[config.mk]
export PLATFORM = sky130hd
export DESIGN_NAME = serial_step_tx
export DESIGN_NICKNAME = d
export VERILOG_FILES = /design/src/rtl/serial_step_tx.sv
export SDC_FILE = /design/constraint.sdc
export NUM_CORES = 1
export LEC_CHECK = 0
export ABC_AREA = 1
export CORE_MARGIN = 2
export CORE_UTILIZATION = 47
export DETAILED_ROUTE_END_ITERATION = 7
export HOLD_SLACK_MARGIN = 0.08
export PLACE_DENSITY = 0.79
export SYNTH_ARGS = -nofsm -noshare
export SYNTH_HDL_FRONTEND = slang
export SYNTH_SLANG_ARGS = --single-unit
[constraint.sdc]
create_clock -name CLK -period 1.25 [get_ports CLK]
set_input_delay 0.125 -clock CLK [delete_from_list [all_inputs] [get_ports CLK]]
set_output_delay 0.125 -clock CLK [all_outputs]
set_load 0.03 [all_outputs]
[src/rtl/serial_step_tx.sv]
// Serial step-stream transmitter with a cycle-accurate mirror of the downstream 4-state sequencer.
// Optional parity cycle after the data bits is enabled by defining PARITY_EN.
module serial_step_tx #(
  parameter int WIDTH     = 8,
  parameter int GAP       = 2,
  parameter bit MSB_FIRST = 1'b0
) (
  input  logic             CLK,
  input  logic             RST,
  input  logic [WIDTH-1:0] data_in,
  input  logic             data_valid,
  output logic             data_ready,
  output logic             x_out,
  output logic             busy,
  output logic             frame_done,
  output logic [1:0]       mirror_state,
  output logic             mirror_y
);

  localparam int              CW       = $clog2(WIDTH);
  localparam logic [CW-1:0]   LAST_BIT = CW'(WIDTH - 1);
  localparam logic [7:0]      GAP_LAST = (GAP > 0) ? 8'(GAP - 1) : 8'd0;

`ifdef PARITY_EN
  typedef enum logic [1:0] {
    IDLE  = 2'd0,
    SHIFT = 2'd1,
    PAR   = 2'd2,
    GAP_S = 2'd3
  } state_t;
`else
  typedef enum logic [1:0] {
    IDLE  = 2'd0,
    SHIFT = 2'd1,
    GAP_S = 2'd3
  } state_t;
`endif

  localparam state_t AFTER_FRAME = (GAP == 0) ? IDLE : GAP_S;

  state_t           state;
  logic [WIDTH-1:0] shift_reg;
  logic [CW-1:0]    bit_cnt;
  logic [7:0]       gap_cnt;
`ifdef PARITY_EN
  logic             parity_reg;
`endif

  // The head bit goes out directly on acceptance; shift_reg keeps the remaining bits
  // aligned so the next bit to send is always at the same end.
  logic             first_bit;
  logic [WIDTH-1:0] rest_in;
  logic             head_bit;
  logic [WIDTH-1:0] rest_shift;

  generate
    if (MSB_FIRST) begin : g_msb_first
      assign first_bit  = data_in[WIDTH-1];
      assign rest_in    = {data_in[WIDTH-2:0], 1'b0};
      assign head_bit   = shift_reg[WIDTH-1];
      assign rest_shift = {shift_reg[WIDTH-2:0], 1'b0};
    end else begin : g_lsb_first
      assign first_bit  = data_in[0];
      assign rest_in    = {1'b0, data_in[WIDTH-1:1]};
      assign head_bit   = shift_reg[0];
      assign rest_shift = {1'b0, shift_reg[WIDTH-1:1]};
    end
  endgenerate

  assign data_ready = (state == IDLE);
  assign busy       = (state != IDLE);

  always_ff @(posedge CLK) begin
    if (RST) begin
      state      <= IDLE;
      x_out      <= 1'b0;
      frame_done <= 1'b0;
      shift_reg  <= '0;
      bit_cnt    <= '0;
      gap_cnt    <= 8'd0;
`ifdef PARITY_EN
      parity_reg <= 1'b0;
`endif
    end else begin
      frame_done <= 1'b0;
      case (state)
        IDLE: begin
          x_out <= 1'b0;
          if (data_valid) begin
            x_out     <= first_bit;
            shift_reg <= rest_in;
            bit_cnt   <= '0;
`ifdef PARITY_EN
            parity_reg <= ^data_in;
`endif
            state     <= SHIFT;
          end
        end
        SHIFT: begin
          if (bit_cnt == LAST_BIT) begin
`ifdef PARITY_EN
            x_out <= parity_reg;
            state <= PAR;
`else
            x_out      <= 1'b0;
            frame_done <= 1'b1;
            gap_cnt    <= 8'd0;
            state      <= AFTER_FRAME;
`endif
          end else begin
            x_out     <= head_bit;
            shift_reg <= rest_shift;
            bit_cnt   <= bit_cnt + CW'(1);
          end
        end
`ifdef PARITY_EN
        PAR: begin
          x_out      <= 1'b0;
          frame_done <= 1'b1;
          gap_cnt    <= 8'd0;
          state      <= AFTER_FRAME;
        end
`endif
        GAP_S: begin
          // The frame_done cycle is the first of the GAP idle cycles.
          x_out <= 1'b0;
          if (gap_cnt == GAP_LAST) begin
            state <= IDLE;
          end else begin
            gap_cnt <= gap_cnt + 8'd1;
          end
        end
        default: begin
          x_out <= 1'b0;
          state <= IDLE;
        end
      endcase
    end
  end

  // Sequencer mirror: steps 00->10->11->01->00 on each x_out=1 cycle, holds otherwise.
  always_ff @(posedge CLK) begin
    if (RST) begin
      mirror_state <= 2'b00;
    end else if (x_out) begin
      case (mirror_state)
        2'b00:   mirror_state <= 2'b10;
        2'b10:   mirror_state <= 2'b11;
        2'b11:   mirror_state <= 2'b01;
        default: mirror_state <= 2'b00;
      endcase
    end
  end

  assign mirror_y = (mirror_state == 2'b11);

endmodule

== Word level (Yosys, flattened, before mapping) ==
Index checks and enable logic that the tools add are counted.

* Flip-flop bits (word level): 25
* Bits of input ports: 11
* Output and inout bits: 7

* $add $sub $neg: 2
* Equality and inequality tests: 11
* Muxes and demuxes: 18
* Bitwise operators: 1
* Reductions and logical operators: 9

{| class="wikitable"
|+ Operator list
! operator !! count
|-
| two-way mux 8 bit || 4
|-
| one-hot mux 8 bit (2 select lines) || 2
|-
| one-hot mux 2 bit (3 select lines) || 2
|-
| inequality test 2 bit, second input constant || 5
|-
| AND reduction 3 bit || 3
|-
| adder 8 x 1 -> 8 bit, second input constant || 1
|-
| equality test 8 x 1 -> 1 bit, second input constant || 1
|-
| equality test 2 bit, second input constant || 3
|-
| two-way mux 2 bit || 3
|-
| two-way mux 3 bit || 2
|-
| one-hot mux 3 bit (2 select lines) || 1
|-
| nonzero test 2 bit || 3
|-
| logical NOT 2 bit || 2
|-
| adder 3 x 1 -> 3 bit, second input constant || 1
|-
| equality test 3 bit, second input constant || 1
|-
| two-way mux 1 bit || 3
|-
| equality test 2 x 1 -> 1 bit, second input constant || 1
|-
| one-hot mux 1 bit (2 select lines) || 1
|-
| OR reduction 2 bit || 1
|-
| inverter 1 bit || 1
|}

== Longest topological paths before layout ==
Gate-level depths: netlist of run 1.

* Depth in word-level cells: 3
* Depth in mapped cells: 8
* Mapped depth without buffers: 7

== Worst setup path after synthesis of run 1 ==
OpenSTA, ideal clock, no wires.

* Kind: register to register
* Start: reg state[0]
* End: reg shift_reg[0]
* Setup time: 0.113 ns
* Data arrival time: 1.393 ns
* Data required time: 1.137 ns
* Slack: -0.256 ns
* Stages on the path, launching flop included: 8
* Path buffers: 1
* Period minus slack after synthesis: 1.506 ns
* Path through: dfxtp_1 nor2_2 inv_2 nor2_8 nor2_8 buf_12 o21ai_1 nor2_1

* Longest elaborated chain between the ends: 3
* Elaborated cells between the ends (all ways): 7

{| class="wikitable"
|+ Ends and longest elaborated chain
! element !! RTL line !! text
|-
| from (decl) || 41 || <nowiki>state_t state;</nowiki>
|-
| from (signal assigned) || 75 || <nowiki>state <= IDLE;</nowiki>
|-
| from (signal assigned) || 96 || <nowiki>state <= SHIFT;</nowiki>
|-
| from (signal assigned) || 108 || <nowiki>state <= AFTER_FRAME;</nowiki>
|-
| logical NOT 2 bit * || - ||
|-
| via data_ready || 12 || <nowiki>output logic data_ready,</nowiki>
|-
| inequality test 2 bit (no source line) or nonzero test 2 bit (tied branches) || - ||
|-
| AND reduction 3 bit (no source line) || - ||
|-
| to (signal assigned) || 91 || <nowiki>shift_reg <= rest_in;</nowiki>
|-
| to (signal assigned) || 112 || <nowiki>shift_reg <= rest_shift;</nowiki>
|-
| to (decl) || 42 || <nowiki>logic [WIDTH-1:0] shift_reg;</nowiki>
|}

Mark *: on every way through the listed nets, which the timed path passes. The rest lies on a longest branch.
A chain may end at the register's enable or synchronous reset.

== Worst setup path after layout of run 1 ==
* Start: reg bit_cnt[1]
* End: reg shift_reg[5]

* Longest elaborated chain between the ends: 3

{| class="wikitable"
|+ Ends and longest elaborated chain
! element !! RTL line !! text
|-
| from (decl) || 43 || <nowiki>logic [CW-1:0] bit_cnt;</nowiki>
|-
| from (signal assigned) || 113 || <nowiki>bit_cnt <= bit_cnt + CW'(1);</nowiki>
|-
| equality test 3 bit || 100 || <nowiki>if (bit_cnt == LAST_BIT) begin</nowiki>
|-
| inequality test 2 bit (no source line) || - ||
|-
| AND reduction 3 bit (no source line) || - ||
|}

Every way passes these cells.

==> run_summary.xml, run 1 <==
<?xml version="1.0" encoding="UTF-8"?>
<metrics>
  <group name="outcome">
    <metric name="run_status" unit="">complete, but fails checks</metric>
    <metric name="violated_checks" unit="">negative setup slack</metric>
  </group>
  <group name="timing">
    <metric name="clock-skew-final" unit="ns">0.00527</metric>
    <metric name="max_slew.worst_pin.slew" unit="ns">0.399</metric>
    <metric name="final_max_slew_viol_count" unit="">0</metric>
    <metric name="timing_hold_violations_final" unit="">0</metric>
    <metric name="period_minus_slack" unit="ns">1.31</metric>
    <metric name="rsz0062_at_grt" unit="">yes</metric>
    <metric name="relSlewSlack" unit="%">73.3</metric>
    <metric name="timing.final.ws_setup" unit="ns">-0.0555</metric>
    <metric name="timing.hold.ws" unit="ns">0.357</metric>
    <metric name="timing.final.setup_violations" unit="">7</metric>
    <metric name="timing.final.crit_share" unit="%">104</metric>
    <metric name="fmaxAchievable" unit="GHz">0.766</metric>
  </group>
  <group name="grt">
    <metric name="grt_usage" unit="%">20.1</metric>
    <metric name="grt_start_max_net_pins" unit="">14</metric>
    <metric name="gr-total-overflow" unit="">0</metric>
    <metric name="antenna_found_initial" unit="">0</metric>
    <metric name="first_global_vias" unit="">1060</metric>
    <metric name="global_route_wire_length_before_repair" unit="um">4330</metric>
  </group>
  <group name="worst_setup_path">
    <metric name="maximum_cell_stage_delay_along_the_critical_path" unit="ns">0.36</metric>
    <metric name="crit_path_max_fanout" unit="">7</metric>
    <metric name="worstPathArrival" unit="ns">1.53</metric>
    <metric name="timing.setup.critical_path_class" unit="">flip-flop to flip-flop</metric>
    <metric name="reg2reg_to" unit="">shift_reg[5]</metric>
    <metric name="worstSetupStartpointType" unit="">flip-flop</metric>
    <metric name="cpMostUsedCell" unit="">sky130_fd_sc_hd__ha_4</metric>
    <metric name="timing.reg2reg.worst_path_depth" unit="">7</metric>
    <metric name="critPathRequiredTime" unit="ns">1.47</metric>
    <metric name="timing.critical_path.from" unit="">bit_cnt[1]</metric>
    <metric name="worst_r2r_setup_slack" unit="ns">-0.06</metric>
    <metric name="critPathCaptureType" unit="">flip-flop</metric>
    <metric name="critical_path.cell_chain" unit="">ha_4, ha_4, nor2_4, nor2_8, buf_6, o21ai_2, nor2_1</metric>
    <metric name="worst_path_max_delay_cell" unit="">sky130_fd_sc_hd__dfxtp_2</metric>
    <metric name="worstReg2RegStart" unit="">bit_cnt[1]</metric>
  </group>
  <group name="synthesis">
    <metric name="synthesis.instances" unit="">166</metric>
    <metric name="synth.cell_area" unit="sq um">1230</metric>
    <metric name="synth.most_common_cell" unit="">sky130_fd_sc_hd__nand2_1</metric>
    <metric name="netlist.top_cell.by_area" unit="">sky130_fd_sc_hd__dfxtp_1</metric>
    <metric name="syn-num-nets" unit="">181</metric>
    <metric name="synth.distinct_cells" unit="">25</metric>
    <metric name="yosysSeqAreaShare" unit="%">39.1</metric>
    <metric name="async_flop_share" unit="%">0</metric>
    <metric name="synth.top_cells.by_count" unit="">sky130_fd_sc_hd__nand2_1, sky130_fd_sc_hd__dfxtp_1, sky130_fd_sc_hd__nor2_1, sky130_fd_sc_hd__inv_1, sky130_fd_sc_hd__a21oi_1</metric>
    <metric name="netlist_top_cells_area" unit="">sky130_fd_sc_hd__dfxtp_1, sky130_fd_sc_hd__nand2_1, sky130_fd_sc_hd__a21oi_1</metric>
    <metric name="mapped_avg_cell_area" unit="sq um">7.40</metric>
    <metric name="synthDominantCellAreaShare" unit="%">39.1</metric>
    <metric name="synth_warnings" unit="">0</metric>
    <metric name="register_bit_count_reported_by_yosys" unit="">24</metric>
    <metric name="synth_ff_type" unit="">sky130_fd_sc_hd__dfxtp_1</metric>
    <metric name="synth_edf_count" unit="">0</metric>
  </group>
  <group name="run">
    <metric name="maxCapViolCount" unit="">0</metric>
  </group>
  <group name="min_path">
    <metric name="timing.hold.worst_endpoint" unit="">shift_reg[6]</metric>
    <metric name="min-delay-start" unit="">data_in[7]</metric>
    <metric name="hold_path_stages" unit="">3</metric>
    <metric name="worstHoldPathType" unit="">input port to flip-flop</metric>
  </group>
  <group name="floorplan">
    <metric name="die_height" unit="um">55.1</metric>
    <metric name="floorplan.initialDensity" unit="%">49.6</metric>
    <metric name="std_cell_rows" unit="">18</metric>
    <metric name="floorplan.core_area" unit="sq um">2480</metric>
    <metric name="i_o_pin_count" unit="">18</metric>
    <metric name="die-area" unit="sq um">3040</metric>
    <metric name="die-width" unit="um">55.1</metric>
  </group>
  <group name="route">
    <metric name="post_drt_via_cell_ratio" unit="">5.15</metric>
    <metric name="vias" unit="">1164</metric>
    <metric name="ant_nets" unit="">0</metric>
    <metric name="detail_route.wl_per_cell" unit="um">12.5</metric>
    <metric name="route.detailed.drc" unit="">0</metric>
    <metric name="detail_route.first_pass.iterations" unit="">4</metric>
    <metric name="detailedRoute.firstIterationViolations" unit="">15</metric>
    <metric name="routed_wl" unit="um">2820</metric>
  </group>
  <group name="placed_design">
    <metric name="dp_worst_setup_slack" unit="ns">-0.0960</metric>
    <metric name="globalplace.congestion" unit="">0.755</metric>
    <metric name="dp_hpwl" unit="um">2020</metric>
    <metric name="numPortBuffers" unit="">17</metric>
    <metric name="placedCellCount" unit="">221</metric>
  </group>
  <group name="finish">
    <metric name="antenna_cells_inserted" unit="">0</metric>
    <metric name="area_delta_synth_final" unit="%">32.5</metric>
    <metric name="post-route-util" unit="%">65.7</metric>
    <metric name="num-nets-final" unit="">213</metric>
    <metric name="layout.cells.non_filler" unit="">226</metric>
    <metric name="share_of_cells_above_drive_strength_1" unit="%">34.7</metric>
    <metric name="number_of_flip_flops_in_the_largest_register" unit="">8</metric>
  </group>
  <group name="clock_tree">
    <metric name="cts_max_level" unit="">1</metric>
    <metric name="tritoncts" unit="">built</metric>
    <metric name="clock-sinks" unit="">24</metric>
    <metric name="clock_path_buffers" unit="">2</metric>
    <metric name="clk_pin_slew" unit="ns">0.13</metric>
    <metric name="cts_root_buf" unit="">sky130_fd_sc_hd__clkbuf_4</metric>
    <metric name="clkLatencyLatePin" unit="ns">0.31</metric>
    <metric name="num_cts_buffers" unit="">3</metric>
    <metric name="hold_buffer_count_at_cts" unit="">0</metric>
  </group>
  <group name="pwr">
    <metric name="pwr_density_cell" unit="nW/um^2">896</metric>
    <metric name="total_power" unit="mW">1.46</metric>
    <metric name="power_frac_comb" unit="%">20.5</metric>
    <metric name="power.share.switching" unit="%">28.5</metric>
    <metric name="power.net_switching" unit="mW">0.415</metric>
    <metric name="clock_share_of_power" unit="%">23.0</metric>
    <metric name="cell_internal_pwr" unit="mW">1.04</metric>
    <metric name="vdd_ir_drop_max" unit="uV">870</metric>
    <metric name="share_seq_of_total_power" unit="%">56.5</metric>
    <metric name="leakagePower" unit="nW">0.685</metric>
  </group>
</metrics>
[worst max-delay path: cells and delay by family, from the launching register on]
family / cells / cell delay, ns
simple gates: 3 / 0.31
fa+ha+maj: 2 / 0.32
buf+inv: 1 / 0.12
flops: 1 / 0.36
compound gates: 1 / 0.10
[worst max-delay path by stage]
stage	endpoint	cells after the start
2_1_floorplan	shift_reg[0]	7
3_3_place_gp	bit_cnt[2]	7
3_5_place_dp	bit_cnt[2]	7
4_1_cts	shift_reg[5]	7
5_1_grt	state[0]	8
6_report	shift_reg[5]	7
[timing repair]
action                     4_1_cts  5_1_grt
gates resized for setup         18       24
pin swaps                        8        8
setup buffers                    0        1
gates cloned                     1        0
setup endpoints to repair       22       24
[cell type report]
class	instances	area, sq um
sequential	24	495
fill	219	850
tap	30	37.5
timing repair buffer	31	263
inverter	20	80.1
multi-input combinational	118	729
clock buffer	3	22.5
[kinds of logic after synthesis]
logic type | share of synthesized area, %
xor+xnor | 0.713
flops | 39.1
fa+ha+maj | 4.07
compound gates | 18.4
simple gates | 28.1
buf+inv | 9.57
[routing by layer]
metal  global-route usage (%)  part of all wire, %  wire [um]
met4                     8.54                  2.0         55
met2                     38.9                   54       1530
met1                     21.6                   41       1170
met5                        0                    0          0
met3                     2.42                  2.4         67
[stage by stage]
step	cell area (sq um)	setup TNS (ns)
6_report	1630	-0.127
3_3_place_gp	1500	-0.315
2_1_floorplan	1250	-0.322
3_5_place_dp	1500	-0.606
5_1_grt	1630	-0.955
4_1_cts	1580	-0.309
[power groups by stage]
stage / Sequential, mW / Clock [mW] / Combinational (mW)
after floorplan: 0.848 / 0 / 0.177
after global placement: 0.838 / 0 / 0.270
after detailed placement: 0.840 / 0 / 0.280
after CTS: 0.827 / 0.346 / 0.297
after global routing: 0.828 / 0.358 / 0.329
final: 0.824 / 0.336 / 0.299
[layout by cell type (no fill, tap or decap), drive strengths merged]
| master | synthesis | routed |
|---|---|---|
| nand3 | 12 | 12 |
| nor3 | 1 | 1 |
| xnor2 | 1 | 1 |
| nand4 | 1 | 1 |
| buf | 4 | 17 |
| a22oi | 1 | 1 |
| clkbuf | 1 | 6 |
| ha | 4 | 4 |
| inv | 20 | 20 |
| dfxtp | 24 | 24 |
| clkdlybuf4s50 | 0 | 10 |
| dlygate4sd2 | 0 | 1 |
| nor2 | 21 | 22 |
| nand2 | 37 | 37 |
| or2 | 1 | 1 |
| o21ai | 16 | 16 |
| a21oi | 21 | 21 |
| o21bai | 1 | 1 |
Note: power is estimated with default switching activity, not from simulation.
==> inputs of run 2 (changes only) <==
--- a/config.mk
+++ b/config.mk
@@ -6,8 +6,10 @@
 export NUM_CORES = 1
 export LEC_CHECK = 0
 export ABC_AREA = 1
+export ABC_CLOCK_PERIOD_IN_PS = 1250
 export CORE_MARGIN = 2
 export CORE_UTILIZATION = 47
+export CTS_CLUSTER_DIAMETER = 50
 export DETAILED_ROUTE_END_ITERATION = 7
 export HOLD_SLACK_MARGIN = 0.08
 export PLACE_DENSITY = 0.79
==> results of run 2 <==
No change in the layout: final DEF, timing and power equal those of run 1.
